===== config.mk =====
export PLATFORM = sky130hd
export DESIGN_NAME = wb_skid_reg_flat
export DESIGN_NICKNAME = d
export VERILOG_FILES = /design/src/rtl/wb_skid_reg_pkg.sv /design/src/rtl/wb_skid_reg_if.sv /design/src/rtl/wb_payload_reg.sv /design/src/rtl/wb_skid_reg.sv /design/src/flat_wrapper.sv
export SDC_FILE = /design/constraint.sdc
export NUM_CORES = 1
export LEC_CHECK = 0
export CAP_MARGIN = 20
export CELL_PAD_IN_SITES_DETAIL_PLACEMENT = 0
export CELL_PAD_IN_SITES_GLOBAL_PLACEMENT = 1
export CORE_MARGIN = 2
export CORE_UTILIZATION = 40
export CTS_BUF_LIST = sky130_fd_sc_hd__clkbuf_8 sky130_fd_sc_hd__clkbuf_16
export DETAILED_ROUTE_END_ITERATION = 8
export MAX_ROUTING_LAYER = met4
export PLACE_DENSITY_LB_ADDON = 0.1
export SYNTH_ARGS = -nofsm -noshare
export SYNTH_HDL_FRONTEND = slang
export SYNTH_SLANG_ARGS = --single-unit

===== constraint.sdc =====
create_clock -name clk -period 5.55 [get_ports clk]
set_input_delay 1.11 -clock clk [delete_from_list [all_inputs] [get_ports clk]]
set_output_delay 1.11 -clock clk [all_outputs]
set_load 0.01 [all_outputs]

===== src/rtl/wb_skid_reg_pkg.sv =====
// Shared widths, state encoding and payload type for the EX->WB skid buffer
// and other stage buffers built the same way.
package wb_skid_reg_pkg;

    localparam int unsigned DSIZE = 16;
    localparam int unsigned ISIZE = 16;
    localparam int unsigned RSIZE = 4;

    typedef enum logic [1:0] {
        WbsEmpty = 2'd0,
        WbsOne   = 2'd1,
        WbsFull  = 2'd2
    } wbs_state_e;

    typedef struct packed {
        logic [DSIZE-1:0] aluout;
        logic [ISIZE-1:0] pc;
        logic [RSIZE-1:0] wa;
        logic             wen;
    } wb_payload_t;

endpackage


===== src/rtl/wb_skid_reg_if.sv =====
// Valid/ready write-back bus: master drives the entry, slave drives ready.
interface wb_skid_reg_if;
    import wb_skid_reg_pkg::*;

    logic             valid;
    logic             ready;
    logic [DSIZE-1:0] aluout;
    logic [ISIZE-1:0] pc;
    logic [RSIZE-1:0] wa;
    logic             wen;

    modport master (output valid, aluout, pc, wa, wen, input ready);
    modport slave  (input valid, aluout, pc, wa, wen, output ready);

endinterface


===== src/rtl/wb_payload_reg.sv =====
// Load-enabled write-back payload register with synchronous active-low clear.
module wb_payload_reg
    import wb_skid_reg_pkg::*;
(
    input  logic        clk,
    input  logic        rst,
    input  logic        load,
    input  wb_payload_t d,
    output wb_payload_t q
);

    always_ff @(posedge clk) begin
        if (!rst) begin
            q <= '0;
        end else if (load) begin
            q <= d;
        end
    end

endmodule


===== src/rtl/wb_skid_reg.sv =====
// EX->WB pipeline register: 2-entry skid buffer (main + skid) with registered
// in_ready, flush, and a retired-instruction counter.
module wb_skid_reg
    import wb_skid_reg_pkg::*;
#(
    parameter int unsigned CSIZE = 32
) (
    input  logic             clk,
    input  logic             rst,
    input  logic             flush,
    wb_skid_reg_if.slave     in_if,
    wb_skid_reg_if.master    out_if,
    output logic [CSIZE-1:0] retire_cnt
);

    wbs_state_e       state_q, state_d;
    logic             in_ready_q;
    logic             out_valid_q;
    logic [CSIZE-1:0] retire_cnt_q;

    logic        accept, consume;
    logic        main_load, main_from_skid, skid_load;
    wb_payload_t in_payload, main_d, main_q, skid_q;

    assign in_payload = {in_if.aluout, in_if.pc, in_if.wa, in_if.wen};
    assign accept     = in_if.valid & in_ready_q;
    assign consume    = out_valid_q & out_if.ready;
    assign main_d     = main_from_skid ? skid_q : in_payload;

    always_comb begin
        state_d        = state_q;
        main_load      = 1'b0;
        main_from_skid = 1'b0;
        skid_load      = 1'b0;
        unique case (state_q)
            WbsEmpty: begin
                if (accept) begin
                    state_d   = WbsOne;
                    main_load = 1'b1;
                end
            end
            WbsOne: begin
                if (accept && consume) begin
                    main_load = 1'b1;
                end else if (accept) begin
                    state_d   = WbsFull;
                    skid_load = 1'b1;
                end else if (consume) begin
                    state_d = WbsEmpty;
                end
            end
            WbsFull: begin
                // in_ready is low here, so only the drain path exists.
                if (consume) begin
                    state_d        = WbsOne;
                    main_load      = 1'b1;
                    main_from_skid = 1'b1;
                end
            end
            default: state_d = WbsEmpty;
        endcase
        // Flush drops held entries and any same-cycle accept; payload is left stale.
        if (flush) begin
            state_d   = WbsEmpty;
            main_load = 1'b0;
            skid_load = 1'b0;
        end
    end

    always_ff @(posedge clk) begin
        if (!rst) begin
            state_q      <= WbsEmpty;
            in_ready_q   <= 1'b0;
            out_valid_q  <= 1'b0;
            retire_cnt_q <= '0;
        end else begin
            state_q     <= state_d;
            in_ready_q  <= (state_d != WbsFull);
            out_valid_q <= (state_d != WbsEmpty);
            if (consume) begin
                retire_cnt_q <= retire_cnt_q + CSIZE'(1);
            end
        end
    end

    wb_payload_reg u_main (
        .clk  (clk),
        .rst  (rst),
        .load (main_load),
        .d    (main_d),
        .q    (main_q)
    );

    wb_payload_reg u_skid (
        .clk  (clk),
        .rst  (rst),
        .load (skid_load),
        .d    (in_payload),
        .q    (skid_q)
    );

    assign in_if.ready   = in_ready_q;
    assign out_if.valid  = out_valid_q;
    assign out_if.aluout = main_q.aluout;
    assign out_if.pc     = main_q.pc;
    assign out_if.wa     = main_q.wa;
    assign out_if.wen    = main_q.wen;
    assign retire_cnt    = retire_cnt_q;

endmodule

===== src/flat_wrapper.sv =====
// flat-port wrapper written by rule: the top's interface ports become plain ports
module wb_skid_reg_flat import wb_skid_reg_pkg::*;
#(
    parameter int unsigned CSIZE = 32
)
  (clk, rst, flush, retire_cnt, in_if_valid, in_if_aluout, in_if_pc, in_if_wa, in_if_wen, in_if_ready, out_if_valid, out_if_aluout, out_if_pc, out_if_wa, out_if_wen, out_if_ready);
  wb_skid_reg_if in_if_i ();
  wb_skid_reg_if out_if_i ();
  input  logic clk;
  input  logic rst;
  input  logic flush;
  output logic [CSIZE-1:0] retire_cnt;
  input wire logic [$bits(in_if_i.valid)-1:0] in_if_valid;
  input wire logic [$bits(in_if_i.aluout)-1:0] in_if_aluout;
  input wire logic [$bits(in_if_i.pc)-1:0] in_if_pc;
  input wire logic [$bits(in_if_i.wa)-1:0] in_if_wa;
  input wire logic [$bits(in_if_i.wen)-1:0] in_if_wen;
  output wire logic [$bits(in_if_i.ready)-1:0] in_if_ready;
  output wire logic [$bits(out_if_i.valid)-1:0] out_if_valid;
  output wire logic [$bits(out_if_i.aluout)-1:0] out_if_aluout;
  output wire logic [$bits(out_if_i.pc)-1:0] out_if_pc;
  output wire logic [$bits(out_if_i.wa)-1:0] out_if_wa;
  output wire logic [$bits(out_if_i.wen)-1:0] out_if_wen;
  input wire logic [$bits(out_if_i.ready)-1:0] out_if_ready;
  assign in_if_i.valid = in_if_valid;
  assign in_if_i.aluout = in_if_aluout;
  assign in_if_i.pc = in_if_pc;
  assign in_if_i.wa = in_if_wa;
  assign in_if_i.wen = in_if_wen;
  assign in_if_ready = in_if_i.ready;
  assign out_if_valid = out_if_i.valid;
  assign out_if_aluout = out_if_i.aluout;
  assign out_if_pc = out_if_i.pc;
  assign out_if_wa = out_if_i.wa;
  assign out_if_wen = out_if_i.wen;
  assign out_if_i.ready = out_if_ready;
  wb_skid_reg #(.CSIZE(CSIZE)) u_core (.clk(clk), .rst(rst), .flush(flush), .in_if(in_if_i), .out_if(out_if_i), .retire_cnt(retire_cnt));
endmodule

=== Word level (Yosys, flattened, before mapping) ===
Index checks and enable logic that the tools add are counted.

* Flip-flop bits (word level): 110
* Input bits: 42
* Output and inout bits: 71
* Word-level logic and storage cells: 38

* Add/sub/neg operators: 1
* Eq/ne operators: 3
* Muxes and demuxes: 17
* Bitwise logic cells: 2
* Reduce and logical (&&, ||, !) cells: 3

{| class="wikitable"
|+ Operators with widths
! operator !! number
|-
| $mux 37 || 1
|-
| $add 32x1->32 const B || 1
|-
| $mux 2 || 6
|-
| $mux 1 || 8
|-
| $pmux 2 s3 || 1
|-
| $pmux 1 s3 || 1
|-
| $and 1x1->1 || 2
|-
| $eq 2x1->1 const B || 1
|-
| $eq 2x2->1 const B || 1
|-
| $logic_not 2->1 || 1
|-
| $ne 2x2->1 const B || 1
|-
| $reduce_bool 2->1 || 1
|-
| $logic_and 1x1->1 || 1
|}

=== Longest topological paths before layout ===
* Depth in word-level cells: 7
* Mapped depth: 6
* Gate-level depth less buffers: 5

=== By module ===
A second synthesis with hierarchy kept.

* Cell total of the unflattened synthesis: 479
* Area total of the unflattened synthesis: 5014.8 sq um

{| class="wikitable"
|+ By module, submodules not included
! module !! instances !! cells each !! area each (sq um) !! sequential area each (sq um)
|-
| wb_payload_reg || 2 || 118 || 1425.1 || 740.7
|-
| wb_skid_reg || 1 || 243 || 2164.6 || 720.7
|}

=== Least setup slack after synthesis ===
Ideal clock, no wire load.

* Kind: input port to flip-flop
* From: in out_if_ready
* To: reg u_core.retire_cnt_q[21] (netlist: u_core.retire_cnt[21])
* Setup time: 0.070 ns
* Arrival: 2.284 ns
* Required time: 5.480 ns
* Setup slack: 3.196 ns
* Stages: 4
* Buffers on the path: 0
* Cells stage by stage: nand4_4 -> or4_1 -> or4_1 -> a21oi_1

* Longest elaborated chain between the ends: 1

{| class="wikitable"
|+ RTL lines
! item !! line !! text
|-
| start: declaration || flat_wrapper.sv:24 || <nowiki>input wire logic [$bits(out_if_i.ready)-1:0] out_if_ready;</nowiki>
|-
| $and 1x1->1 || wb_skid_reg.sv:27 || <nowiki>assign consume = out_valid_q & out_if.ready;</nowiki>
|-
| end signal: assignment || wb_skid_reg.sv:81 || <nowiki>retire_cnt_q <= retire_cnt_q + CSIZE'(1);</nowiki>
|-
| end: declaration || wb_skid_reg.sv:19 || <nowiki>logic [CSIZE-1:0] retire_cnt_q;</nowiki>
|}

Every way passes these cells.
A chain may end at the register's enable or synchronous reset.

=== Worst setup path after layout ===
* From: in out_if_ready
* To: reg u_core.u_main.q[3] (netlist name)

* Longest elaborated chain between the ends: 5
* Elaborated cells between the ends (all ways): 8
* Classes of those cells: mux: 6; bitwise: 1; reduce/logical: 1

{| class="wikitable"
|+ RTL lines
! item !! line !! text
|-
| $and 1x1->1 * || wb_skid_reg.sv:27 ||
|-
| $logic_and 1x1->1 || wb_skid_reg.sv:43 || <nowiki>if (accept && consume) begin</nowiki>
|-
| $mux 1 || wb_skid_reg.sv:43 ||
|-
| $pmux 1 s3 || wb_skid_reg.sv:35 || <nowiki>unique case (state_q)</nowiki>
|-
| $mux 1 || wb_skid_reg.sv:63 || <nowiki>if (flush) begin</nowiki>
|-
| end signal: assignment || wb_payload_reg.sv:14 || <nowiki>q <= '0;</nowiki>
|-
| end signal: assignment || wb_payload_reg.sv:16 || <nowiki>q <= d;</nowiki>
|-
| end: declaration || wb_payload_reg.sv:9 || <nowiki>output wb_payload_t q</nowiki>
|}

Every way passes the cells marked *; elsewhere a longest branch is shown, timed or not.

==> flow_summary.toml <==
[synthesis]
avgSynthCellArea_sq_um = 8.50
ys_ff_latch = 110
synthDistinctLibCells = 39
synthTopCellsByCount = "dfxtp_1 (110), nand2_1 (91), a21oi_1 (88)"
yosys.area.top_type = "dfxtp_1"
seq_area_frac_synth = 0.456
synth_top_area_share = 0.456
synth_area_sq_mm = 0.00483
syn_nets = 611
synth.most_common_cell = "dfxtp_1"
synth_area_leaders = "dfxtp_1 (46%), mux2i_1 (9.7%), a21oi_1 (9.1%)"
synth_edf_count = 0
async_flop_share = 0
yosys_warnings = 0
syn_inst = 568
ys.flop_type = "dfxtp_1"

[floorplan]
row_count = 40
die_height_microns = 114
die_area_sq_mm = 0.0130
core_sq_mm = 0.0119
die_w_microns = 114
pin_count = 113
start_util = 0.405

[global_route]
grt-ovfl-total = 0
grt_start_max_net_pins = 78
antenna_found_initial = 0
grt_pass1_vias = 3999
grt.total_usage = 0.188
grt_pass1_wl_mm = 19.0

[cells_and_area]
final_area_sq_mm = 0.00636
num-nets-final = 699
n_antenna_cell = 0
regArea_sq_mm = 0.00220
drive_gt1_frac = 0.0530
n_fill_cell = 1157
multi_input_area_sq_mm = 0.00243
syn2layout_area_growth_pct = 31.7
final_core_util = 0.534

[clock_tree]
cts-root-buf = "clkbuf_16"
clock_latency_ps = 350
cts_setup_buffers = 0
cts_buffers = 9
htree_levels = 3
cts_num_sinks = 110
cts.path.max_buffers = 2
holdBufCountCts = 0
cts-resized-gates = 0
clk_pin_slew_ps = 70
cts_tree = "done"

[detailed_routing]
vias = 4232
drt-pass1-iter-count = 4
post_drt_wl_per_cell_microns = 14.7
drt_iter0_drc = 180
final_antenna_net_count = 0
route.detailed.drc = 0
wl_mm = 11.9
vias_per_cell = 5.24

[sta]
tightest_slew_ps = 884
slew-limit-headroom = 0.405
setup-tns-final_ps = 0
hold_viol = 0
min_period_ps = 2890
layout_setup_ws_ps = 2660
rsz0062_at_grt = "no"
slew_violations = 0
hold-worst-slack_ps = 455
fin_skew_ps = 6.90
finalCritPeriodShare = 0.521
fmax_ghz = 0.346
setup_viol = 0

[setup_path]
required_ps = 5830
crit_fanout = 39
cp-end-kind = "flip-flop"
worstSetupPathType = "in -> reg"
crit_arrival_ps = 3170
cp-start-kind = "primary input"

[power]
p_per_area_mw_per_mm2 = 251
vdd_drop_max_v = 0.000271
p_leak_nw = 2.32

[place]
dpl_cell_area_sq_mm = 0.00599
io_buffers = 112
hpwlAfterDp_mm = 7.68
dp_slack_ps = 2030
finalWeightedCongestion = 0.795

[run]
drv_cap = 0

[hold_path]
min_path_type = "reg -> reg"

[run_status]
run_status = "finished, final reports clean"
-- worst max-delay path, cell delays in order --
cell	delay, ps
clkdlybuf4s50_1	620
a21boi_1	130
o31a_2	530
buf_16	260
or3_1	350
a21oi_1	150
-- placed cells by master (no fill, tap or decap), types with 4 or more instances in the layout --
| cell | synthesis | layout |
|---|---|---|
| clkdlybuf4s50_1 | 0 | 111 |
| dfxtp_1 | 110 | 110 |
| nand2_1 | 91 | 91 |
| a21oi_1 | 88 | 88 |
| mux2i_1 | 47 | 47 |
| or3_1 | 44 | 44 |
| o21ai_0 | 42 | 42 |
| nor2_1 | 15 | 15 |
| or4_1 | 10 | 10 |
| nand4_1 | 9 | 9 |
| clkbuf_16 | 0 | 9 |
| nand3_1 | 8 | 8 |
| nand2b_1 | 7 | 7 |
| o31ai_1 | 7 | 7 |
| xnor2_1 | 6 | 6 |
| xor2_1 | 6 | 6 |
| buf_4 | 3 | 6 |
| nor4_1 | 5 | 5 |
| and3_1 | 4 | 4 |
-- sequential cells by signal, summed over array words and instances, names as in the netlist --
| register | count |
|---|---|
| u_core.in_if.ready | 1 |
| u_core.out_if.valid | 1 |
| u_core.retire_cnt | 32 |
| u_core.state_q | 2 |
| u_core.u_main.q | 37 |
| u_core.u_skid.q | 37 |
-- cell type report --
class / count / share of cell area
clock buffer: 11 / 0.0397
clock inverter: 5 / 0.00885
inverter: 3 / 0.00177
multi-input combinational: 411 / 0.382
sequential: 110 / 0.346
tap: 147 / 0.0289
timing repair buffer: 121 / 0.192
-- metrics by stage --
stage               total power, mW  cells
floorplan                     0.878    568
global placement              0.944    789
detailed placement            0.945    789
CTS                            1.62    805
global route                   1.66    808
finish                         1.59    808
-- final timing paths --
path / start / to / slack, ps / depth (start not counted)
max: out_if_ready / u_core.u_main.q[3] / 2660 / 6
min: u_core.u_skid.q[17] / u_core.u_skid.q[17] / 450 / 2
max reg2reg: u_core.retire_cnt[0] / u_core.retire_cnt[22] / 3380 / 5
min reg2reg: u_core.u_skid.q[17] / u_core.u_skid.q[17] / 450 / 2
-- power by group --
part           switching [mW]  internal, mW
Sequential            0.00698         0.800
Combinational          0.0603        0.0633
Clock                   0.289         0.375
Total                   0.356          1.24
-- layer usage --
| metal | vias to the layer above | wire length, microns | GRT usage |
|---|---|---|---|
| met5 | - | 0 | - |
| met4 | 0 | 174 | 0.0561 |
| met3 | 13 | 570 | 0.0638 |
| met2 | 91 | 5800 | 0.315 |
| met1 | 1955 | 5310 | 0.214 |
| li1 | 2173 | - | - |
-- cells by family (layout without fill, tap and decap cells) --
group | count (synthesis) | count (layout) | share of synthesized area
buffers and inverters | 47 | 140 | 0.0415
adders and majority gates | 1 | 1 | 0.00259
DFF | 110 | 110 | 0.456
and+or+nand+nor | 210 | 210 | 0.229
AOI/OAI and AO/OA | 141 | 141 | 0.152
muxes | 47 | 47 | 0.0974
xor gates and xnor gates | 12 | 12 | 0.0218
(Power assumes the default switching activity.)
